`src/rtl/arb_pkg.sv`:
```
// Shared types and constants for the priority arbiter.
package arb_pkg;

  typedef enum logic {
    IDLE  = 1'b0,
    GRANT = 1'b1
  } arb_state_e;

  localparam logic MODE_FIXED = 1'b0;
  localparam logic MODE_RR    = 1'b1;

endpackage

```
`src/rtl/prio_enc_n.sv`:
```
// Combinational highest-set-index encoder with a found flag.
module prio_enc_n #(
  parameter  int N      = 16,
  localparam int ADDR_W = $clog2(N)
) (
  input  logic [N-1:0]      req_i,
  output logic [ADDR_W-1:0] idx_o,
  output logic              found_o
);

  // Ascending scan so the highest set bit is the last one written.
  always_comb begin
    idx_o   = '0;
    found_o = 1'b0;
    for (int i = 0; i < N; i++) begin
      if (req_i[i]) begin
        idx_o   = ADDR_W'(i);
        found_o = 1'b1;
      end
    end
  end

endmodule

```
`src/rtl/priority_arbiter.sv`:
```
// Fixed-priority / round-robin arbiter with a sticky, registered grant.
module priority_arbiter
  import arb_pkg::*;
#(
  parameter  int N      = 16,
  localparam int ADDR_W = $clog2(N)
) (
  input  logic              clk,
  input  logic              rst,
  input  logic [N-1:0]      req,
  input  logic              mode,
  input  logic              grant_ready,
  output logic              grant_valid,
  output logic [ADDR_W-1:0] grant_addr,
  output logic [N-1:0]      grant_onehot,
  output logic              busy
);

  arb_state_e        state_q;
  logic [ADDR_W-1:0] ptr_q, ptr_d;
  logic [ADDR_W-1:0] addr_q;
  logic [N-1:0]      onehot_q;

  logic              hs;
  logic [N-1:0]      below, req_masked;
  logic [ADDR_W-1:0] m_idx, f_idx, win_addr;
  logic              m_found, f_found;
  logic [N-1:0]      win_oh;

  assign hs = (state_q == GRANT) && grant_ready;

  // Winner is computed against the pointer as it will be after this edge.
  assign ptr_d = hs ? addr_q : ptr_q;

  for (genvar g = 0; g < N; g++) begin : g_mask
    assign below[g] = (ADDR_W'(g) < ptr_d);
  end
  assign req_masked = req & below;

  prio_enc_n #(.N(N)) u_enc_masked (
    .req_i   (req_masked),
    .idx_o   (m_idx),
    .found_o (m_found)
  );

  prio_enc_n #(.N(N)) u_enc_full (
    .req_i   (req),
    .idx_o   (f_idx),
    .found_o (f_found)
  );

  // Unmasked search doubles as fixed priority and as the round-robin wrap.
  assign win_addr = (mode == MODE_RR && m_found) ? m_idx : f_idx;

  always_comb begin
    win_oh           = '0;
    win_oh[win_addr] = 1'b1;
  end

  always_ff @(posedge clk or posedge rst) begin
    if (rst) begin
      state_q  <= IDLE;
      ptr_q    <= '0;
      addr_q   <= '0;
      onehot_q <= '0;
    end else begin
      case (state_q)
        IDLE: begin
          if (f_found) begin
            state_q  <= GRANT;
            addr_q   <= win_addr;
            onehot_q <= win_oh;
          end
        end
        GRANT: begin
          if (grant_ready) begin
            ptr_q <= ptr_d;
            if (f_found) begin
              addr_q   <= win_addr;
              onehot_q <= win_oh;
            end else begin
              state_q  <= IDLE;
              addr_q   <= '0;
              onehot_q <= '0;
            end
          end
        end
        default: begin
          state_q  <= IDLE;
          addr_q   <= '0;
          onehot_q <= '0;
        end
      endcase
    end
  end

  assign grant_valid  = (state_q == GRANT);
  assign busy         = (state_q == GRANT);
  assign grant_addr   = addr_q;
  assign grant_onehot = onehot_q;

endmodule

```
`config.mk`:
```
export PLATFORM = sky130hd
export DESIGN_NAME = priority_arbiter
export DESIGN_NICKNAME = d
export VERILOG_FILES = /design/src/rtl/arb_pkg.sv /design/src/rtl/prio_enc_n.sv /design/src/rtl/priority_arbiter.sv
export SDC_FILE = /design/constraint.sdc
export NUM_CORES = 1
export LEC_CHECK = 0
export CORE_UTILIZATION = 45
export CTS_CLUSTER_SIZE = 10
export DETAILED_ROUTE_END_ITERATION = 10
export GPL_TIMING_DRIVEN = 0
export PLACE_DENSITY = 0.74
export SETUP_SLACK_MARGIN = 0.4
export SLEW_MARGIN = 20
export SYNTH_ARGS = -nofsm -noshare
export SYNTH_HDL_FRONTEND = slang
export SYNTH_HIERARCHICAL = 1
export SYNTH_SLANG_ARGS = --single-unit
```
`constraint.sdc`:
```
create_clock -name clk -period 6.7 [get_ports clk]
set_input_delay 1.005 -clock clk [delete_from_list [all_inputs] [get_ports clk]]
set_output_delay 1.005 -clock clk [all_outputs]
set_load 0.02 [all_outputs]
```
### Word-level counts from Yosys, hierarchy flattened

Cells that the tools add are included.

| word-level totals | value |
|---|---|
| bits in registers | 25 |
| input bits | 20 |

| cells by class | value |
|---|---|
| equality and inequality tests | 2 |
| bitwise operators | 2 |
| reductions and logical operators | 5 |
| $lt $le $gt $ge | 18 |
| mux-type cells | 77 |

Operator list:

| cell | number |
|---|---|
| 4-bit two-way mux | 21 |
| 16-bit two-way mux | 3 |
| 1-bit two-way mux | 37 |
| 4-bit < comparator (first input constant) | 8 |
| 16-bit one-hot mux with 2 select lines | 1 |
| 3-bit two-way mux | 8 |
| 16-bit bitwise AND | 1 |
| 3-bit by 4-bit < comparator with 1-bit output (first input constant) | 4 |
| 1-bit by 4-bit < comparator with 1-bit output (first input constant) | 2 |
| 2-bit by 4-bit < comparator with 1-bit output (first input constant) | 2 |
| 2-bit two-way mux | 4 |
| 4-bit one-hot mux with 2 select lines | 1 |
| 4-bit by 5-bit < comparator with 1-bit output (second input constant) | 1 |
| 1-bit demux with 4-bit select | 1 |
| 4-bit by 1-bit >= comparator with 1-bit output (second input constant) | 1 |
| 2-bit != test (second input constant) | 2 |
| 2-bit AND reduction | 2 |
| 1-bit logical AND | 3 |
| 1-bit one-hot mux with 2 select lines | 1 |
| 1-bit inverter | 1 |

### Logic depth before layout (Yosys ltp)

| depth | value |
|---|---|
| word-level depth | 29 |
| mapped depth | 12 |
| depth with buffers taken out | 10 |

### By module

Netlist, hierarchy kept.

By module, submodules not included:

| module | seq. area each (µm²) | area each (µm²) | cells each | instances |
|---|---|---|---|---|
| priority_arbiter | 625.6 | 1380.1 | 146 | 1 |
| prio_enc_n | 0.0 | 161.4 | 29 | 2 |

### Least setup slack after synthesis

Ideal clock, no wire load.

| timing | value |
|---|---|
| path type | input to register |
| start | input port grant_ready |
| end | register onehot_q[5] (netlist: grant_onehot[5]) |
| library setup time | 66 ps |
| slack | 3567 ps |
| data arrival time | 3068 ps |
| stages on the path | 12 |
| cell sequence | nand2_2 -> buf_6 -> mux2i_4 -> inv_2 -> o211a_1 -> nor4_1 -> nand4_1 -> nand2_1 -> buf_4 -> nand3b_1 -> a21oi_1 -> a22o_1 |

RTL lines:

| element | line | source |
|---|---|---|
| start, declared | priority_arbiter.sv:12 | `input logic grant_ready,` |
| 1-bit logical AND * | priority_arbiter.sv:30 | `assign hs = (state_q == GRANT) && grant_ready;` |
| 4-bit two-way mux * | priority_arbiter.sv:33 | `assign ptr_d = hs ? addr_q : ptr_q;` |
| 4-bit < comparator * | priority_arbiter.sv:36 | `assign below[g] = (ADDR_W'(g) < ptr_d);` |
| 16-bit bitwise AND * | priority_arbiter.sv:38 | `assign req_masked = req & below;` |
| via req_masked[9] | priority_arbiter.sv:25 | `logic [N-1:0] below, req_masked;` |
| 1-bit two-way mux * (7 in a row) | prio_enc_n.sv:16 | `if (req_i[i]) begin` |
| via m_found | priority_arbiter.sv:27 | `logic m_found, f_found;` |
| 1-bit logical AND * | priority_arbiter.sv:53 | `assign win_addr = (mode == MODE_RR && m_found) ? m_idx : f_idx;` |
| 4-bit two-way mux * | priority_arbiter.sv:53 |  |
| 4-bit by 5-bit < comparator with 1-bit output (not written as such) or 4-bit by 1-bit >= comparator with 1-bit output (tied branches) | priority_arbiter.sv:57 | `win_oh[win_addr] = 1'b1;` |
| 1-bit logical AND (not written as such) | priority_arbiter.sv:57 |  |
| 1-bit two-way mux (not written as such) | priority_arbiter.sv:57 |  |
| 1-bit demux with 4-bit select * | priority_arbiter.sv:57 |  |
| 16-bit two-way mux | priority_arbiter.sv:78 | `if (f_found) begin` |
| 16-bit two-way mux | priority_arbiter.sv:76 | `if (grant_ready) begin` |
| 16-bit one-hot mux with 2 select lines * | priority_arbiter.sv:67 | `case (state_q)` |
| end signal, assigned | priority_arbiter.sv:72 | `onehot_q <= win_oh;` |
| end signal, assigned | priority_arbiter.sv:80 | `onehot_q <= win_oh;` |
| end, declared | priority_arbiter.sv:22 | `logic [N-1:0] onehot_q;` |

The timed path passes the listed nets; every way through them passes the cells marked *. The select of a mux whose other input is x is not followed.
A chain may end at the register's enable or synchronous reset.

### Final worst setup path

| timing | value |
|---|---|
| start | input port grant_ready |
| end | register onehot_q[5] (netlist: grant_onehot[5]) |

RTL lines:

| element | line |
|---|---|
| 1-bit logical AND * | priority_arbiter.sv:30 |
| 4-bit two-way mux * | priority_arbiter.sv:33 |
| 4-bit < comparator * | priority_arbiter.sv:36 |
| 16-bit bitwise AND * | priority_arbiter.sv:38 |
| via req_masked[12] | priority_arbiter.sv:25 |
| 1-bit two-way mux * (4 in a row) | prio_enc_n.sv:16 |
| via m_found | priority_arbiter.sv:27 |
| 1-bit logical AND * | priority_arbiter.sv:53 |
| 4-bit two-way mux * | priority_arbiter.sv:53 |
| 4-bit by 5-bit < comparator with 1-bit output (not written as such) or 4-bit by 1-bit >= comparator with 1-bit output (tied branches) | priority_arbiter.sv:57 |
| 1-bit logical AND (not written as such) | priority_arbiter.sv:57 |
| 1-bit two-way mux (not written as such) | priority_arbiter.sv:57 |
| 1-bit demux with 4-bit select * | priority_arbiter.sv:57 |
| 16-bit two-way mux | priority_arbiter.sv:78 |
| 16-bit two-way mux | priority_arbiter.sv:76 |
| 16-bit one-hot mux with 2 select lines * | priority_arbiter.sv:67 |

Marked as above.

==> impl_summary.md <==
Setup path
The endpoint identified for the worst register-to-register timing path is grant_onehot[5]. The critical path is of the input port to register type. The worst-case register-to-register setup slack is 3550 ps. The worst setup path is captured at a register. Measured in cells, the most critical reg-to-reg path has a length of 11. The worst register-to-register path begins at busy. The required arrival time at the worst endpoint is 6920 ps. In this run the worst setup path begins at grant_ready. In this run the worst path has a maximum fanout of 10. The destination of the critical timing path is grant_onehot[5]. Data arrives at the worst endpoint at 4140 ps. The worst setup path is launched from an input port.

Detailed routing
The remaining routing DRC violations is 0. The routed design uses 226 microns of met3 wire. The wire length on met1 is 2190 microns. After detailed routing, the number of vias per cell comes to 5.55. The detailed-route via count is 1,653. The detailed router's first-iteration violation count is 78. The post-detailed-routing wire length is 4350 microns. The highest signal layer in the routed design is met4. The average wire per cell in the routed design is 14.6 microns.

The number of nets with antenna violations after routing is 0. Before antenna repair, the detailed router went through 4 iterations. Detailed routing placed a total of 1910 microns of wire on met2.

Global routing
Global routing used 23.4% of the available tracks across all layers. The number of antenna violations at the first check in global routing was 0. The total overflow reported by the global router is 0. The first global-routing pass estimated 7400 microns of wire.

Entering global routing, the biggest net connects 26 pins. The number of global-route vias before repair came to 1,519.

Timing
The hold violation count in the final report came to 0. The post-route clock period utilization is 58.5%. The number of pins exceeding their max-slew limit in the final report is 0. The actual transition at the worst max-transition pin is 945 ps. Headroom to the max-slew limit came out at 36.9%. The clock arrives with 2.51 ps of skew. Derived from the worst setup path, the maximum achievable clock frequency is 255 MHz. Setup violations remaining at the end of the flow were counted as 0. Setup repair after global routing left no endpoint under its margin.

Summed over all failing endpoints, the final setup total negative slack is 0 ps. The smallest clock period supported by the final layout is computed as 3920 ps.

Layout
The number of nets in the finished design is 273. 0 antenna diodes ended up in the layout. The final instance area is 2230 sq um. The area growth from synthesis to layout is 31.0%. The share of cells above drive strength 1 is 7.14%. The utilization of the core after routing is 64.3%.

Logic synthesis
The average instance area after synthesis is 8.35 sq um. The complex-gate fraction of the synthesized area is 24.9%. Ranked by total cell area, the synthesized netlist is headed by dfrtp_1, nand2_1, o21ai_0. The post-synthesis adder-cell area fraction is 0%. The mux share of post-synthesis cell area is 5.22%. The share of the synthesized area in the top cell type is 36.7%. In this run, synthesis inferred 0 flip-flops with an integrated enable.

Counting flops and latches in the post-synthesis netlist gives 25. The async set-reset flop share out of synthesis is 100%. After synthesis, flip-flops and latches occupy 36.7% of the total area. In the synthesized netlist, the number of instances is 204. The synthesized netlist occupies a cell area of 1700 sq um. After synthesis, the largest family of logic cells by area is simple AND/OR/NAND/NOR gates. The warning count from the yosys run is 6. Of all cell types, the one taking the most synthesized area is dfrtp_1. The XOR/XNOR share of the synthesized area is 0%. The primary flip-flop cell chosen by synthesis mapping is dfrtp_1.

Summing the areas of all and, or, nand and nor instances in the mapped netlist gives 28.9% of the synthesized area. The count of different cell masters after synthesis is 44.

Floorplanning
The starting density of the core is 49.1%. In this run the count of I/O pins placed on the die edge is 42. The placement row count is 21. The die width is 63.5 microns.

The die is 63.5 microns tall. The total area inside the core boundary comes to 3470 sq um. The full die area is 4030 sq um.

Power
The total power per unit cell area is 187 nW/um^2. The static power due to leakage is 0.952 nW. The peak supply drop is 0.133 mV.

Clocking
The number of levels in the clock H-tree is 1. The number of clock buffers inserted by TritonCTS is 3. TritonCTS built the clock tree. The maximum buffer depth of the clock tree is 2. The number of clock sinks is 25. Post-CTS timing repair inserted 0 buffers for setup. Clock latency on the worst-skew pair, taken at its later pin, is 280 ps. The clock-pin slew on the worst setup and hold paths is 90 ps.

Post-CTS repair changed the size of 0 cells. After clock tree synthesis, the flow added hold-fix buffers numbering 0. CTS placed an instance of clkbuf_8 at the clock tree root.

Placement
In this run the tool buffered the top-level ports with 41 buffer cells. The half-perimeter wire length of the detailed placement result is 3420 microns. The final weighted congestion of routability-driven global placement is 0.936. Once placement finished, the instance area stood at 2180 sq um.

Worst hold path
The worst hold path belongs to the class register to register.

Run
The max-cap violation count is 0.

Status
The flow ran to the end, and the final reports show no timing, DRC or antenna violations.
## cells in the mapped netlist, drive strengths merged (3+ instances only)
cell type and count:
o21ai 18, o21a 9, and2 4, nand3 10, a21oi 4, nor2 18, and3 3, nand2b 10
dfrtp 25, inv 7, nor4 8, a22o 8, mux2i 5, nor3 5, o31a 4, buf 6
nand4 3, nand2 29
## cell usage in the layout, fill, tap and decap left out, types with 5 or more instances in the layout
cell type	n
clkdlybuf4s50_1	41
nand2_1	28
dfrtp_1	25
nor2_1	18
o21ai_0	17
nand2b_1	10
nand3_1	10
o21a_1	9
a22o_1	8
nor4_1	8
inv_1	6
nor3_1	5
## per-layer routing
metal,GRT usage (%),vias up
met5,0,-
met2,35.2,41
li1,-,844
met1,35.0,764
met3,3.80,4
met4,4.26,0
## layout make-up
cell class,count,area [sq um]
Timing Repair Buffer,41,410
Inverter,7,26.3
Clock buffer,3,41.3
Multi-Input combinational cell,169,1020
Fill cell,308,1240
Tap cell,46,57.6
Sequential cell,25,626
Buffer,6,41.3
Clock inverter,1,7.51
## metrics by stage
stage                     setup slack, ps  power [W]  hold slack, ps  cells
after detailed placement             2540   0.000323             474    294
after floorplan                      3570   0.000268             516    207
after CTS                            2820   0.000417             495    298
after global routing                 2510   0.000442             509    298
final                                2780   0.000417             491    298
after global placement               2580   0.000321             472    294
## worst min-delay path by stage
stage | from | end | slack, ps | depth (start not counted)
final | grant_onehot[15] | grant_onehot[15] | 490 | 2
after global routing | grant_onehot[4] | grant_onehot[4] | 510 | 2
after CTS | grant_onehot[15] | grant_onehot[15] | 490 | 2
after detailed placement | grant_onehot[12] | grant_onehot[12] | 470 | 2
after global placement | grant_onehot[4] | grant_onehot[4] | 470 | 2
after floorplan | ptr_q[0] | ptr_q[0] | 520 | 1
## cells by family after synthesis
group                  count (synthesis)
and+or+nand+nor                       98
AOI/OAI and AO/OA                     60
DFF                                   25
buffers and inverters                 13
muxes                                  7
other                                  1
## critical path: stages
cell,delay (ps)
clkdlybuf4s50_1,530
nand2_2,80
buf_6,150
o31a_2,320
and3_1,230
nor4_1,520
nand4_1,310
nand2_1,150
buf_4,170
nand3b_1,80
a21oi_1,380
a22o_1,210
## power breakdown
part | switching (W) | total (W) | internal [W]
Clock | 0.0000532 | 0.0000955 | 0.0000423
Combinational | 0.0000806 | 0.000145 | 0.0000646
Sequential | 0.0000130 | 0.000176 | 0.000163
## flip-flops by register name, summed over array words and instances (netlist names)
name / cells
busy: 1
grant_addr: 4
grant_onehot: 16
ptr_q: 4
No activity file was read; power rests on OpenSTA's default activity.
